### src/rtl/iram_init_sequencer.sv
// iram_init_sequencer: boot-time loader that streams 9-bit words into the instruction RAM init port.
// Optional checksum stage is compiled in with `define IRAM_INIT_CHECKSUM_EN.
// Ports:
//   CLK, RESET        clock, synchronous active-high reset
//   START             single-cycle pulse that begins a load (ignored while BUSY)
//   S_VALID/S_DATA    source word stream; S_READY high when a word is accepted
//   INITADDR/INITDATA RAM init address/data, held after the strobe
//   INITDATVAL        one-cycle RAM write strobe
//   INITDONE          load complete, RAM handed to the core
//   BUSY              load in progress (LOAD, WRITE or CHECK)
//   ERROR             sticky load failure (timeout or checksum)
//   WCOUNT            words written in the current load
module iram_init_sequencer #(
    parameter int INITWIDTH = 7,
    parameter int NWORDS    = 128,
    parameter int TIMEOUT   = 4096,
    parameter int TOWIDTH   = 13
) (
    input  logic                 CLK,
    input  logic                 RESET,
    input  logic                 START,
    input  logic                 S_VALID,
    input  logic [8:0]           S_DATA,
    output logic                 S_READY,
    output logic [INITWIDTH-1:0] INITADDR,
    output logic [8:0]           INITDATA,
    output logic                 INITDATVAL,
    output logic                 INITDONE,
    output logic                 BUSY,
    output logic                 ERROR,
    output logic [INITWIDTH:0]   WCOUNT
);
    localparam logic [INITWIDTH:0] LP_NWORDS = (INITWIDTH+1)'(NWORDS);
    localparam logic [TOWIDTH-1:0] LP_TOLAST = TOWIDTH'(TIMEOUT - 1);

    typedef enum logic [2:0] {
        IDLE,
        LOAD,
        WRITE,
`ifdef IRAM_INIT_CHECKSUM_EN
        CHECK,
`endif
        DONE,
        ERR
    } state_t;

    state_t               r_state, w_next;
    logic [INITWIDTH:0]   r_wcount;
    logic [INITWIDTH-1:0] r_addr;
    logic [8:0]           r_data;
    logic                 r_datval, r_done, r_error;
    logic [TOWIDTH-1:0]   r_to;
    logic                 w_hs, w_to, w_last, w_start, w_wait;
`ifdef IRAM_INIT_CHECKSUM_EN
    logic [8:0]           r_sum;
    assign w_wait = r_state == LOAD || r_state == CHECK;
`else
    assign w_wait = r_state == LOAD;
`endif

    assign S_READY    = w_wait;
    assign BUSY       = w_wait || r_state == WRITE;
    assign w_hs       = S_VALID && S_READY;
    // Counter is compared one short of TIMEOUT so ERR is entered on the TIMEOUT-th idle cycle
    assign w_to       = (TIMEOUT != 0) && (r_to == LP_TOLAST);
    assign w_last     = (r_wcount + 1'b1) == LP_NWORDS;
    assign w_start    = START && (r_state == IDLE || r_state == DONE || r_state == ERR);
    assign INITADDR   = r_addr;
    assign INITDATA   = r_data;
    assign INITDATVAL = r_datval;
    assign INITDONE   = r_done;
    assign ERROR      = r_error;
    assign WCOUNT     = r_wcount;

    always_ff @(posedge CLK) begin
        if (RESET) r_state <= IDLE;
        else       r_state <= w_next;
    end

    always_comb begin
        w_next = r_state;
        case (r_state)
            IDLE:    w_next = START ? LOAD : IDLE;
            LOAD:    w_next = w_hs ? WRITE : (w_to ? ERR : LOAD);
`ifdef IRAM_INIT_CHECKSUM_EN
            WRITE:   w_next = w_last ? CHECK : LOAD;
            CHECK:   w_next = w_hs ? ((S_DATA == r_sum) ? DONE : ERR) : (w_to ? ERR : CHECK);
`else
            WRITE:   w_next = w_last ? DONE : LOAD;
`endif
            DONE:    w_next = START ? LOAD : DONE;
            ERR:     w_next = START ? LOAD : ERR;
            default: w_next = IDLE;
        endcase
    end

    // Status outputs are registered from the next state so they line up with the state they describe
    always_ff @(posedge CLK) begin
        if (RESET) begin
            r_wcount <= '0;
            r_addr   <= '0;
            r_data   <= '0;
            r_datval <= 1'b0;
            r_done   <= 1'b0;
            r_error  <= 1'b0;
            r_to     <= '0;
`ifdef IRAM_INIT_CHECKSUM_EN
            r_sum    <= '0;
`endif
        end else begin
            r_datval <= w_next == WRITE;
            r_done   <= w_next == DONE;
            r_error  <= w_next == ERR;
            if (w_start) begin
                r_wcount <= '0;
                r_to     <= '0;
`ifdef IRAM_INIT_CHECKSUM_EN
                r_sum    <= '0;
`endif
            end
            if (r_state == LOAD && w_hs) begin
                r_data <= S_DATA;
                r_addr <= r_wcount[INITWIDTH-1:0];
                r_to   <= '0;
            end else if (w_wait) begin
                r_to <= r_to + 1'b1;
            end
            if (r_state == WRITE) begin
                r_wcount <= r_wcount + 1'b1;
`ifdef IRAM_INIT_CHECKSUM_EN
                r_sum    <= r_sum + r_data;
`endif
            end
        end
    end
endmodule
### config.mk
export PLATFORM = sky130hd
export DESIGN_NAME = iram_init_sequencer
export DESIGN_NICKNAME = d
export VERILOG_FILES = /design/src/rtl/iram_init_sequencer.sv
export SDC_FILE = /design/constraint.sdc
export NUM_CORES = 1
export LEC_CHECK = 0
export ABC_AREA = 1
export ABC_CLOCK_PERIOD_IN_PS = 3650
export CORE_MARGIN = 1.5
export CORE_UTILIZATION = 43
export CTS_CLUSTER_DIAMETER = 100
export DETAILED_ROUTE_END_ITERATION = 6
export HOLD_SLACK_MARGIN = 0.05
export PLACE_DENSITY = 0.71
export SLEW_MARGIN = 40
export SYNTH_ARGS = -nofsm -noshare
export SYNTH_HDL_FRONTEND = slang
export SYNTH_SLANG_ARGS = --single-unit
### constraint.sdc
create_clock -name CLK -period 3.65 [get_ports CLK]
set_input_delay 0.73 -clock CLK [delete_from_list [all_inputs] [get_ports CLK]]
set_output_delay 0.73 -clock CLK [all_outputs]
set_load 0.05 [all_outputs]
==> run summary, run 1 <==
PwrDens: 394 mW/mm²
Synth Area in Simple Gates: 31.2%
RSZ-0062 raised after global routing: false
Worst-Skew Late Latency: 0.30 ns
Mux contribution to synthesized area: 0%
CTS tree: done
# nets final: 337
Avg Inst Size Synth: 6.91 µm²
Initial antenna violation count: 0
Die width: 70.1 µm
Largest net degree at the start of global routing: 24
Starting Density: 44.5%
Via Count: 1883
Post_cts resized: 0
Ratio of cells with drive above 1 in the final layout: 6.19%
Max incr delay on CP: 0.82 ns
Cell chain of the critical path: inv_2 > nor3_4 > inv_2 > o21ai_0 > clkdlybuf4s50_1
Hold_buf cts: 0
Slew Limit Headroom: 62.7%
# fillers: 419
DP Wirelength: 3.08 mm
Via/cell ratio: 5.02
Num CTS Buffers: 5
Crit Path Max Fanout: 13
Hold Fails Final Rpt: 0
Synth Flop Type: dfxtp_1
MaxCap Viol Count: 0
Post-synth top cells: 69 x nand2_1, 43 x dfxtp_1, 43 x nor2_1, 32 x a21oi_1, 25 x o21ai_0
Status: complete, no violations
Die area: 0.00491 mm²
Die height: 70.1 µm
Storage element area: 861 µm²
Sw Share: 29.3%
Top delay family on crit path: buffers and inverters
Synth Area in Adders: 1.29%
Most used cell, CP: inv_2
H-tree depth: 2
DR DRC count: 0
Min Clock Period, post-route: 3.07 ns
Flop and latch count out of synthesis: 43
Routed WL per cell: 11.8 µm
Final core occ: 56.9%
Clk sink count: 43
Setup TNS: 0 ns
Synthesis-to-layout area growth: 28.0%
GP Congestion: 0.844
Antenna Cells: 0
Core area: 0.00435 mm²
Clock slew at reported path FFs: 0.08 ns
Post-Syn Area: 0.00194 mm²
Cells after Synth: 280
CP Buf/Inv Count: 3
Clock share of power: 32.9%
Count leader, synth: nand2_1
Flop pwr share: 50.5%
Layout Skew: 0.00982 ns
Number of global-route vias before repair: 1741
EDFF count, synth: 0
Starting DRC count in detailed routing: 110
# Post-CTS Setup Buffers: 0
Worst hold path type: reg2reg
Worst VDD drop: 0.231 mV
Yosys cell types: 24
Rows: 24
Synth Area in Compound Gates: 15.9%
CTS Buffer Depth: 2
Main combinational cell family by area after synthesis: simple AND/OR/NAND/NOR gates
Internal Pwr Total: 0.000691 W
Critical path arrival: 2.34 ns
CTS Root Cell: clkbuf_8
Critical path type: reg2out
Warnings from Yosys: 0
CP max stage cell: clkdlybuf4s50_1
Overflow after GRT: 0
# IOs: 42
Crit path launch type: flop
Area fraction of the dominant cell type after synthesis: 44.5%
Lkg Pwr: 0.918 nW
Critical Path End Type: output pin
Part of the power in combinational logic: 16.6%
Syn nets: 295
I/O Buffers: 41
Area of the multi-input gates: 945 µm²
Slew Limit Fails: 0
Max Clk Rate: 0.326 GHz
Share of the yosys chip area belonging to registers: 44.5%
Total track usage: 19.3%
Post-synth ARST share: 0%
Req. time, crit path: 2.92 ns
Fin crit share: 84.0%
Final std cells w/o fill: 375
Drt pass-1 iters: 5
Dpl cells: 367
Post-Synth XOR/XNOR Area: 0.452%
Overall Power: 0.000976 W
Routed Antenna Nets: 0
First-pass GRT wire length: 7.67 mm
Synth area leader: dfxtp_1
Switching pwr: 0.000286 W
Final setup violation count: 0
Total Wirelength: 4.42 mm
Synth top area cells: dfxtp_1 44%, nand2_1 13%, nor2_1 8.3%
Worst slew pin tran: 0.557 ns
tightest hold or removal path, delay by kind of cell (launching register included):
kind	cells	cell delay, ns
simple gates	1	0.06
compound gates	1	0.05
flops	1	0.33
per-layer routing:
layer	track usage, %	part of all wire [%]
met5	0	0
met2	29.1	42
met1	25.9	49
met4	8.12	1.6
met3	5.48	7.4
registers in the layout, summed over array words and instances, names as in the netlist:
register / flops
INITDONE: 1
r_state: 3
r_to: 13
ERROR: 1
INITDATVAL: 1
INITDATA: 9
INITADDR: 7
WCOUNT: 8
power groups by stage:
stage / Combinational [W] / Clock [W] / Sequential, W
6_report: 0.000162 / 0.000321 / 0.000494
3_5_place_dp: 0.000163 / 0 / 0.000504
3_3_place_gp: 0.000163 / 0 / 0.000504
4_1_cts: 0.000164 / 0.000329 / 0.000494
5_1_grt: 0.000175 / 0.000343 / 0.000496
2_1_floorplan: 0.0000635 / 0 / 0.000548
final cells by class:
| cell class | instances | area share [%] |
|---|---|---|
| clock buffer | 6 | 3.33 |
| clock inverter | 2 | 0.657 |
| inverter | 26 | 3.94 |
| multi-input combinational | 205 | 38.1 |
| sequential | 43 | 34.7 |
| tap | 52 | 2.63 |
| timing repair buffer | 41 | 16.6 |
per-stage QoR:
step | worst slack, ns | hold WS (ns) | instance area, µm²
CTS | 0.583 | 0.483 | 2480
global route | 0.459 | 0.517 | 2480
finish | 0.585 | 0.483 | 2480
global placement | 0.953 | 0.465 | 2380
detailed placement | 0.913 | 0.470 | 2380
floorplan | 1.34 | 0.448 | 1940
layout by cell type (no fill, tap or decap), drive strengths merged:
cell type,Yosys,routed
nand2,71,71
a21oi,32,32
inv,25,25
dfxtp,43,43
clkinvlp,0,1
clkinv,1,2
nor3,3,3
o21bai,2,2
o21ai,25,25
nor2,48,48
clkbuf,2,6
xor2,1,1
nand3,18,18
ha,2,2
nand4,1,1
and2,1,1
o211ai,1,1
clkdlybuf4s50,0,41
worst paths after layout:
path                    from  cells after the start  slack, ns  endpoint
setup / recovery  r_state[0]                      5       0.58      BUSY
hold / removal      r_to[11]                      2       0.48  r_to[11]
setup reg to reg  r_state[0]                      9       1.43   r_to[9]
hold reg to reg     r_to[11]                      2       0.48  r_to[11]
cell families after synthesis:
| group | after synthesis |
|---|---|
| AO/OA/AOI/OAI | 60 |
| XOR/XNOR | 1 |
| adder cells (fa/ha/maj) | 2 |
| buffers and inverters | 32 |
| flip-flops | 43 |
| AND/OR/NAND/NOR | 142 |
Note: power is estimated with default switching activity, not from simulation.
==> inputs of run 2 (changes only) <==
--- a/config.mk
+++ b/config.mk
@@ -6,13 +6,13 @@
 export NUM_CORES = 1
 export LEC_CHECK = 0
 export ABC_AREA = 1
-export ABC_CLOCK_PERIOD_IN_PS = 3650
+export ABC_CLOCK_PERIOD_IN_PS = 2500
 export CORE_MARGIN = 1.5
 export CORE_UTILIZATION = 43
 export CTS_CLUSTER_DIAMETER = 100
 export DETAILED_ROUTE_END_ITERATION = 6
 export HOLD_SLACK_MARGIN = 0.05
-export PLACE_DENSITY = 0.71
+export PLACE_DENSITY = 0.74
 export SLEW_MARGIN = 40
 export SYNTH_ARGS = -nofsm -noshare
 export SYNTH_HDL_FRONTEND = slang
==> constraint.sdc (replaced) <==
create_clock -name CLK -period 2.5 [get_ports CLK]
set_input_delay 0.5 -clock CLK [delete_from_list [all_inputs] [get_ports CLK]]
set_output_delay 0.5 -clock CLK [all_outputs]
set_load 0.05 [all_outputs]
==> run 2 against run 1 <==
Against the previous run: routed wire length is 2.2% higher; sequential cell count stayed put; final cell count is 1.1% higher; global-route usage hardly changed; clock power is 69% higher; register-to-register slack worse by 0.52 ns; via count is 0.48% higher; largest cell class unchanged; highest routed layer unchanged.
==> run summary, run 2 (same netlist as run 1, synthesis figures left out) <==
Status: complete, no violations (unchanged)
Part of the power in combinational logic: 16.5% (was 16.6%)
Crit Path Max Fanout: 8 (was 13)
CTS Root Cell: clkbuf_8 (unchanged)
Critical path type: reg2out (unchanged)
CP max stage cell: clkdlybuf4s50_1 (unchanged)
Max FFs per register: 13 (unchanged)
Fin crit share: 84.2%
Die height: 70.1 µm (unchanged)
CP Buf/Inv Count: 1 (was 3)
Clk sink count: 43 (unchanged)
Hold Fails Final Rpt: 0 (unchanged)
Final setup violation count: 0 (unchanged)
Via Count: 1892 (was 1883)
Rows: 24 (unchanged)
Die area: 0.00491 mm² (unchanged)
R2R Path Start: r_state[2] (was r_state[0])
Via/cell ratio: 4.99 (was 5.02)
Post_cts resized: 0 (unchanged)
Synthesis-to-layout area growth: 30.6% (was 28.0%)
DP Wirelength: 3.21 mm (was 3.08 mm)
Cell chain of the critical path: clkdlybuf4s50_1 (was inv_2 > nor3_4 > inv_2 > o21ai_0 > clkdlybuf4s50_1)
PwrDens: 598 mW/mm² (was 394 mW/mm²)
First-pass GRT wire length: 7.71 mm (was 7.67 mm)
Number of global-route vias before repair: 1804 (was 1741)
Internal Pwr Total: 0.00109 W (was 0.000691 W)
DR DRC count: 0 (unchanged)
Routed Antenna Nets: 0 (unchanged)
Top delay family on crit path: buffers and inverters (unchanged)
Commonest non-fill, non-tap cell in the layout: nand2_1 (unchanged)
Antenna Cells: 0 (unchanged)
Design area: 0.00253 mm² (was 0.00248 mm²)
Die width: 70.1 µm (unchanged)
HP Start: r_to[9] (was r_to[11])
Ratio of cells with drive above 1 in the final layout: 7.95% (was 6.19%)
Placed Area: 0.00242 mm² (was 0.00238 mm²)
Min Clock Period, post-route: 2.11 ns
Max Clk Rate: 0.475 GHz
Num CTS Buffers: 5 (unchanged)
Critical path arrival: 1.61 ns (was 2.34 ns)
Starting DRC count in detailed routing: 130 (was 110)
Worst slew pin tran: 0.525 ns (was 0.557 ns)
Layout Skew: 0.00600 ns (was 0.00982 ns)
GP Congestion: 0.836 (was 0.844)
# nets final: 341 (was 337)
CTS Buffer Depth: 2 (unchanged)
Lkg Pwr: 0.955 nW (was 0.918 nW)
Sw Share: 28.0% (was 29.3%)
Switching pwr: 0.000424 W (was 0.000286 W)
Total Wirelength: 4.51 mm (was 4.42 mm)
Worst VDD drop: 0.409 mV (was 0.231 mV)
# Post-CTS Setup Buffers: 0 (unchanged)
Final std cells w/o fill: 379 (was 375)
Initial antenna violation count: 0 (unchanged)
Core area: 0.00435 mm² (unchanged)
Critical Path End Type: output pin (unchanged)
Clock slew at reported path FFs: 0.08 ns (about the same)
Drt pass-1 iters: 5 (unchanged)
RSZ-0062 raised after global routing: false (unchanged)
Slew Limit Fails: 0 (unchanged)
Critical path startpoint: WCOUNT[2] (was r_state[0])
Hold_buf cts: 0 (unchanged)
CTS tree: done (unchanged)
Setup TNS: 0 ns (unchanged)
Max incr delay on CP: 0.86 ns (was 0.82 ns)
Flop pwr share: 47.6% (was 50.5%)
Most frequent cells in the layout: 69 x nand2_1, 43 x dfxtp_1, 43 x nor2_1 (unchanged)
Dpl cells: 371 (was 367)
Worst-Skew Late Latency: 0.29 ns (was 0.30 ns)
# fillers: 406 (was 419)
# IOs: 42 (unchanged)
H-tree depth: 2 (unchanged)
Clock share of power: 35.9% (was 32.9%)
Starting Density: 44.5% (unchanged)
Largest net degree at the start of global routing: 23 (was 24)
Total track usage: 19.3% (about the same)
Req. time, crit path: 2.00 ns (was 2.92 ns)
Worst hold path type: reg2reg (unchanged)
MaxCap Viol Count: 0 (unchanged)
Slew Limit Headroom: 64.9% (was 62.7%)
I/O Buffers: 41 (unchanged)
Hold Slack: 0.483 ns (about the same)
Crit path launch type: flop (unchanged)
Overflow after GRT: 0 (unchanged)
Routed WL per cell: 11.9 µm (was 11.8 µm)
Biggest register: r_to (unchanged)
run 2: worst paths after layout:
path / end / slack, ns / cells past startpoint
worst min register to register: r_to[9] / 0.48 / 2
worst min-delay path: r_to[9] / 0.48 / 2
worst max register to register: r_to[10] / 0.91 / 9
worst max-delay path: WCOUNT[2] / 0.39 / 1
run 2: layer usage:
metal	global-route usage, %	wire length [µm]	up-vias
li1	-	-	995
met1	23.7	2150	846
met2	31.1	1970	46
met3	7.79	345	5
met4	5.77	48	0
met5	0	0	-
run 2: area by class of cell:
| class | instances | area, µm² | area share, % |
|---|---|---|---|
| Clock buffer | 5 | 68.8 | 2.72 |
| Tap cell | 52 | 65.1 | 2.57 |
| Clock inverter | 3 | 43.8 | 1.73 |
| Timing Repair Buffer | 45 | 448 | 17.7 |
| Inverter | 26 | 97.6 | 3.86 |
| Multi-Input combinational cell | 205 | 945 | 37.4 |
| Sequential cell | 43 | 861 | 34.0 |
run 2: per-stage QoR:
stage	utilization [%]	setup WS (ns)	power [W]
after CTS	58.1	0.370	0.00154
final	58.1	0.394	0.00151
after detailed placement	55.5	0.686	0.000985
after floorplan	-	0.415	0.000893
after global placement	55.5	0.711	0.000984
after global routing	58.1	0.324	0.00159
run 2: power by group through the flow:
stage          logic [W]  clock network [W]  registers, W
2_1_floorplan  0.0000927                  0      0.000800
3_3_place_gp    0.000248                  0      0.000736
3_5_place_dp    0.000249                  0      0.000737
4_1_cts         0.000250           0.000564      0.000721
5_1_grt         0.000267           0.000596      0.000724
6_report        0.000249           0.000543      0.000721
==> inputs of run 3 (changes only) <==
--- a/config.mk
+++ b/config.mk
@@ -6,13 +6,13 @@
 export NUM_CORES = 1
 export LEC_CHECK = 0
 export ABC_AREA = 1
-export ABC_CLOCK_PERIOD_IN_PS = 2500
+export ABC_CLOCK_PERIOD_IN_PS = 1950
 export CORE_MARGIN = 1.5
 export CORE_UTILIZATION = 43
 export CTS_CLUSTER_DIAMETER = 100
 export DETAILED_ROUTE_END_ITERATION = 6
 export HOLD_SLACK_MARGIN = 0.05
-export PLACE_DENSITY = 0.74
+export PLACE_DENSITY = 0.71
 export SLEW_MARGIN = 40
 export SYNTH_ARGS = -nofsm -noshare
 export SYNTH_HDL_FRONTEND = slang
==> constraint.sdc (replaced) <==
create_clock -name CLK -period 1.95 [get_ports CLK]
set_input_delay 0.39 -clock CLK [delete_from_list [all_inputs] [get_ports CLK]]
set_output_delay 0.39 -clock CLK [all_outputs]
set_load 0.05 [all_outputs]
==> run 3 against run 2 <==
Against the previous run: via count is 0.79% higher; final cell count grew 0.26%; clock skew decreased by 0.0024 ns; utilization shrank 0.17 points; first-iteration DRC count grew 6.9%; sequential cell count is the same; critical path depth is the same; final area down 0.30%; register-to-register slack worse by 0.53 ns; clock power up 14%; non-clock buffer count rose by 1; largest cell class unchanged; highest routed layer unchanged.
==> run summary, run 3 (same netlist as run 1, synthesis figures left out) <==
Status: complete, no violations (unchanged)
Drt pass-1 iters: 4 (was 5)
# fillers: 409 (was 406)
# Post-CTS Setup Buffers: 0 (unchanged)
Hold depth: 2 (unchanged)
Worst slew pin tran: 0.535 ns (was 0.525 ns)
HP Start: r_to[11] (was r_to[9])
Clock slew at reported path FFs: 0.08 ns (about the same)
Most frequent cells in the layout: 69 x nand2_1, 43 x dfxtp_1, 43 x nor2_1 (unchanged)
Total Wirelength: 4.47 mm (was 4.51 mm)
R2R setup slack: 0.38 ns (was 0.91 ns)
Area of the multi-input gates: 945 µm² (unchanged)
Rows: 24 (unchanged)
CTS tree: done (unchanged)
Lkg Pwr: 0.970 nW (was 0.955 nW)
Worst hold path type: reg2reg (unchanged)
Die area: 0.00491 mm² (unchanged)
Critical path arrival: 1.50 ns (was 1.61 ns)
Final setup violation count: 0 (unchanged)
Layout Skew: 0.00365 ns (was 0.00600 ns)
Slew Limit Headroom: 64.3% (was 64.9%)
DP Wirelength: 3.21 mm (about the same)
FF-to-FF End: INITDONE (was r_to[10])
Req. time, crit path: 1.56 ns (was 2.00 ns)
# nets final: 342 (was 341)
Max incr delay on CP: 0.82 ns (was 0.86 ns)
Worst hold path endpoint: r_to[11] (was r_to[9])
Post_cts resized: 0 (unchanged)
Storage element area: 861 µm² (unchanged)
Critical Path End Type: output pin (unchanged)
Clk sink count: 43 (unchanged)
CP Buf/Inv Count: 1 (unchanged)
Final worst setup slack: 0.0599 ns (was 0.394 ns)
Setup WS pre-CTS: 0.260 ns (was 0.686 ns)
Routed WL per cell: 11.8 µm (was 11.9 µm)
H-tree depth: 2 (unchanged)
Overflow after GRT: 0 (unchanged)
Routed Antenna Nets: 0 (unchanged)
Critical path type: reg2out (unchanged)
GP Congestion: 0.893 (was 0.836)
Die width: 70.1 µm (unchanged)
Synthesis-to-layout area growth: 30.3% (was 30.6%)
Slew Limit Fails: 0 (unchanged)
Setup TNS: 0 ns (unchanged)
Starting Density: 44.5% (unchanged)
CTS Root Cell: clkbuf_8 (unchanged)
# IOs: 42 (unchanged)
Antenna Cells: 0 (unchanged)
Die height: 70.1 µm (unchanged)
Final core occ: 57.9% (was 58.1%)
Top delay family on crit path: buffers and inverters (unchanged)
Number of global-route vias before repair: 1723 (was 1804)
Core area: 0.00435 mm² (unchanged)
Crit path launch type: flop (unchanged)
CTS Buffer Depth: 2 (unchanged)
Via/cell ratio: 5.02 (was 4.99)
Worst-Skew Late Latency: 0.29 ns (about the same)
Via Count: 1907 (was 1892)
I/O Buffers: 41 (unchanged)
Ratio of cells with drive above 1 in the final layout: 9.76% (was 7.95%)
Num CTS Buffers: 5 (unchanged)
Cell chain of the critical path: clkdlybuf4s50_1 (unchanged)
Worst VDD drop: 0.486 mV (was 0.409 mV)
RSZ-0062 raised after global routing: false (unchanged)
Largest net degree at the start of global routing: 23 (unchanged)
Hold Slack: 0.483 ns (about the same)
DR DRC count: 0 (unchanged)
First-pass GRT wire length: 7.71 mm (unchanged)
Starting DRC count in detailed routing: 139 (was 130)
PwrDens: 742 mW/mm² (was 598 mW/mm²)
Initial antenna violation count: 0 (unchanged)
CP max stage cell: clkdlybuf4s50_1 (unchanged)
Biggest register: r_to (unchanged)
Total track usage: 19.5% (was 19.3%)
MaxCap Viol Count: 0 (unchanged)
Hold_buf cts: 0 (unchanged)
Min Clock Period, post-route: 1.89 ns
FF-to-FF path depth: 8 (was 9)
Max FFs per register: 13 (unchanged)
Commonest non-fill, non-tap cell in the layout: nand2_1 (unchanged)
Fin crit share: 96.9%
Crit Path Max Fanout: 4 (was 8)
R2R Path Start: r_to[0] (was r_state[2])
Hold Fails Final Rpt: 0 (unchanged)
Max Clk Rate: 0.529 GHz
## run 3: worst max path at each step
stage               from          to  slack, ns  cells after the start
2_1_floorplan  WCOUNT[1]  r_state[1]       0.28                      7
3_3_place_gp     S_VALID    r_to[10]       0.30                      8
3_5_place_dp     S_VALID     r_to[9]       0.26                      8
4_1_cts        WCOUNT[6]   WCOUNT[6]       0.06                      1
5_1_grt        WCOUNT[6]   WCOUNT[6]       0.02                      1
6_report       WCOUNT[6]   WCOUNT[6]       0.06                      1
## run 3: cell type report
| cell class | count | area share (%) |
|---|---|---|
| Sequential cell | 43 | 34.1 |
| Timing Repair Buffer | 46 | 18.0 |
| Tap cell | 52 | 2.58 |
| Inverter | 26 | 3.87 |
| Clock buffer | 8 | 3.97 |
| Multi-Input combinational cell | 205 | 37.5 |
## run 3: stage by stage
step / instances / power (W) / instance area [µm²]
final: 380 / 0.00187 / 2520
after global routing: 380 / 0.00195 / 2520
after CTS: 380 / 0.00188 / 2520
after detailed placement: 372 / 0.00127 / 2420
after global placement: 372 / 0.00127 / 2420
after floorplan: 280 / 0.00114 / 1940
## run 3: routing by layer
layer,track usage [%],vias up,wire (µm)
met5,0,-,0
met4,7.05,0,30
met2,30.5,53,2010
met3,5.34,2,301
met1,25.9,854,2120
li1,-,998,-
## run 3: where the power goes
part | switching, W | leakage [nW] | internal (W)
sequential | 0.0000183 | 0.349 | 0.000906
clock | 0.000295 | 0.0515 | 0.000323
combinational | 0.000213 | 0.570 | 0.000114
==> variant (config.mk and constraints of run 2) <==
Change the parameter `INITWIDTH` from 7 to 8.
--- a/src/rtl/iram_init_sequencer.sv
+++ b/src/rtl/iram_init_sequencer.sv
@@ -11,7 +11,7 @@
 //   ERROR             sticky load failure (timeout or checksum)
 //   WCOUNT            words written in the current load
 module iram_init_sequencer #(
-    parameter int INITWIDTH = 7,
+    parameter int INITWIDTH = 8,
     parameter int NWORDS    = 128,
     parameter int TIMEOUT   = 4096,
     parameter int TOWIDTH   = 13
Ports: changed (resized INITADDR and WCOUNT); port bits go from 42 to 44. The function was not compared with the original's and may differ.
==> variant against run 2 <==
  * Synthesized area increased by 7.3%
  * Setup slack lost 2.6 ps
  * Design area grew 4.4%
  * Total power decreased by 3.0%
  * Combinational power is 9.6% higher
  * Count of clock-buffer cells in the layout unchanged
  * Routed wire length increased by 3.9%
  * Non-clock buffer count is 1 higher
  * Sequential cell count increased by 2
  * Clock skew grew 0.85 ps
  * Global-route usage decreased by 0.42 points
  * Critical endpoint is now WCOUNT[6]
  * Critical path type unchanged
==> variant: results (changes against run 2) <==
FF-to-FF End r_state[1]; largest net degree at the start of global routing 24 (+4.3%); post-synth cell types 29 (+21%); number of placed instances, taps included 384 (+3.5%); status complete, no violations; Post-DP Area 0.00255 mm^2 (+5.6%); Switching Fraction 0.299 (+0.0193); synthesis-stage register bit count 45 (+4.7%); Max IR drop VDD 0.339 mV (-17%); Leak 0.000962 uW (+0.68%); launch point of the critical path WCOUNT[6]; via/cell ratio 5.09 (+2.0%); vias in the first global route 1765 (-2.2%); Hold Slack 471 ps (-11.9 ps); share of cells above drive strength 1 0.0917 (+0.0122); post-synth net total 307 (+4.1%); buffers added on ports 43 (+4.9%); Multi-input gate area 0.00101 mm^2 (+7.3%); fin nets 352 (+3.2%); Slew @ Worst Pin 514 ps (-11.6 ps); most frequent cells after synthesis nand2_1, nor2_1, dfxtp_1; crit-path max FO 7 (-1); clk_skew 6.85 ps (+0.847 ps); part of the Yosys area used for sequential elements 0.434 (-0.0110); first-iteration detailed-routing DRC count 110 (-15%); most area-consuming cells after synthesis dfxtp_1, nand2_1, nor2_1; CP endpoint WCOUNT[6]; first-pass GRT wire length 7850 um (+1.8%); vias after detailed routing 1996 (+5.5%); GP Congestion 0.900 (+7.7%); Comb power frac 0.186 (+0.021); FILL cells 462 (+14%); Place WS 485 ps (-201 ps); r2r worst-path depth 7 (-2); final worst setup slack 392 ps (-2.60 ps); Combinational Power 273 uW (+9.6%); Routed WL 4690 um (+3.9%); R2R Path Start r_state[0]
==> variant: changes by cell type after synthesis, moves of 3 or more <==
cell and delta:
a21oi_2 +4, nand2_1 -3, o21ai_1 +5, a21oi_1 -8, inv_1 +5, nor2_1 +5
==> variant: layout make-up <==
cell class,count,area share
Clock buffer,5,0.0261
Clock inverter,3,0.00664
Inverter,29,0.0417
Multi-Input combinational cell,210,0.384
Sequential cell,45,0.341
Tap cell,54,0.0256
Timing Repair Buffer,46,0.174
==> variant: logic make-up after synthesis <==
family | synth area share
flops | 0.434
compound gates | 0.170
fa+ha+maj | 0.0120
buf+inv | 0.0783
simple gates | 0.306
==> variant: layer usage <==
| metal | global-route usage | share of wire | vias up |
|---|---|---|---|
| met3 | 0.0375 | 0.041 | 6 |
| met5 | 0 | 0 | - |
| met1 | 0.242 | 0.46 | 913 |
| met2 | 0.318 | 0.48 | 38 |
| li1 | - | - | 1039 |
| met4 | 0.0629 | 0.013 | 0 |
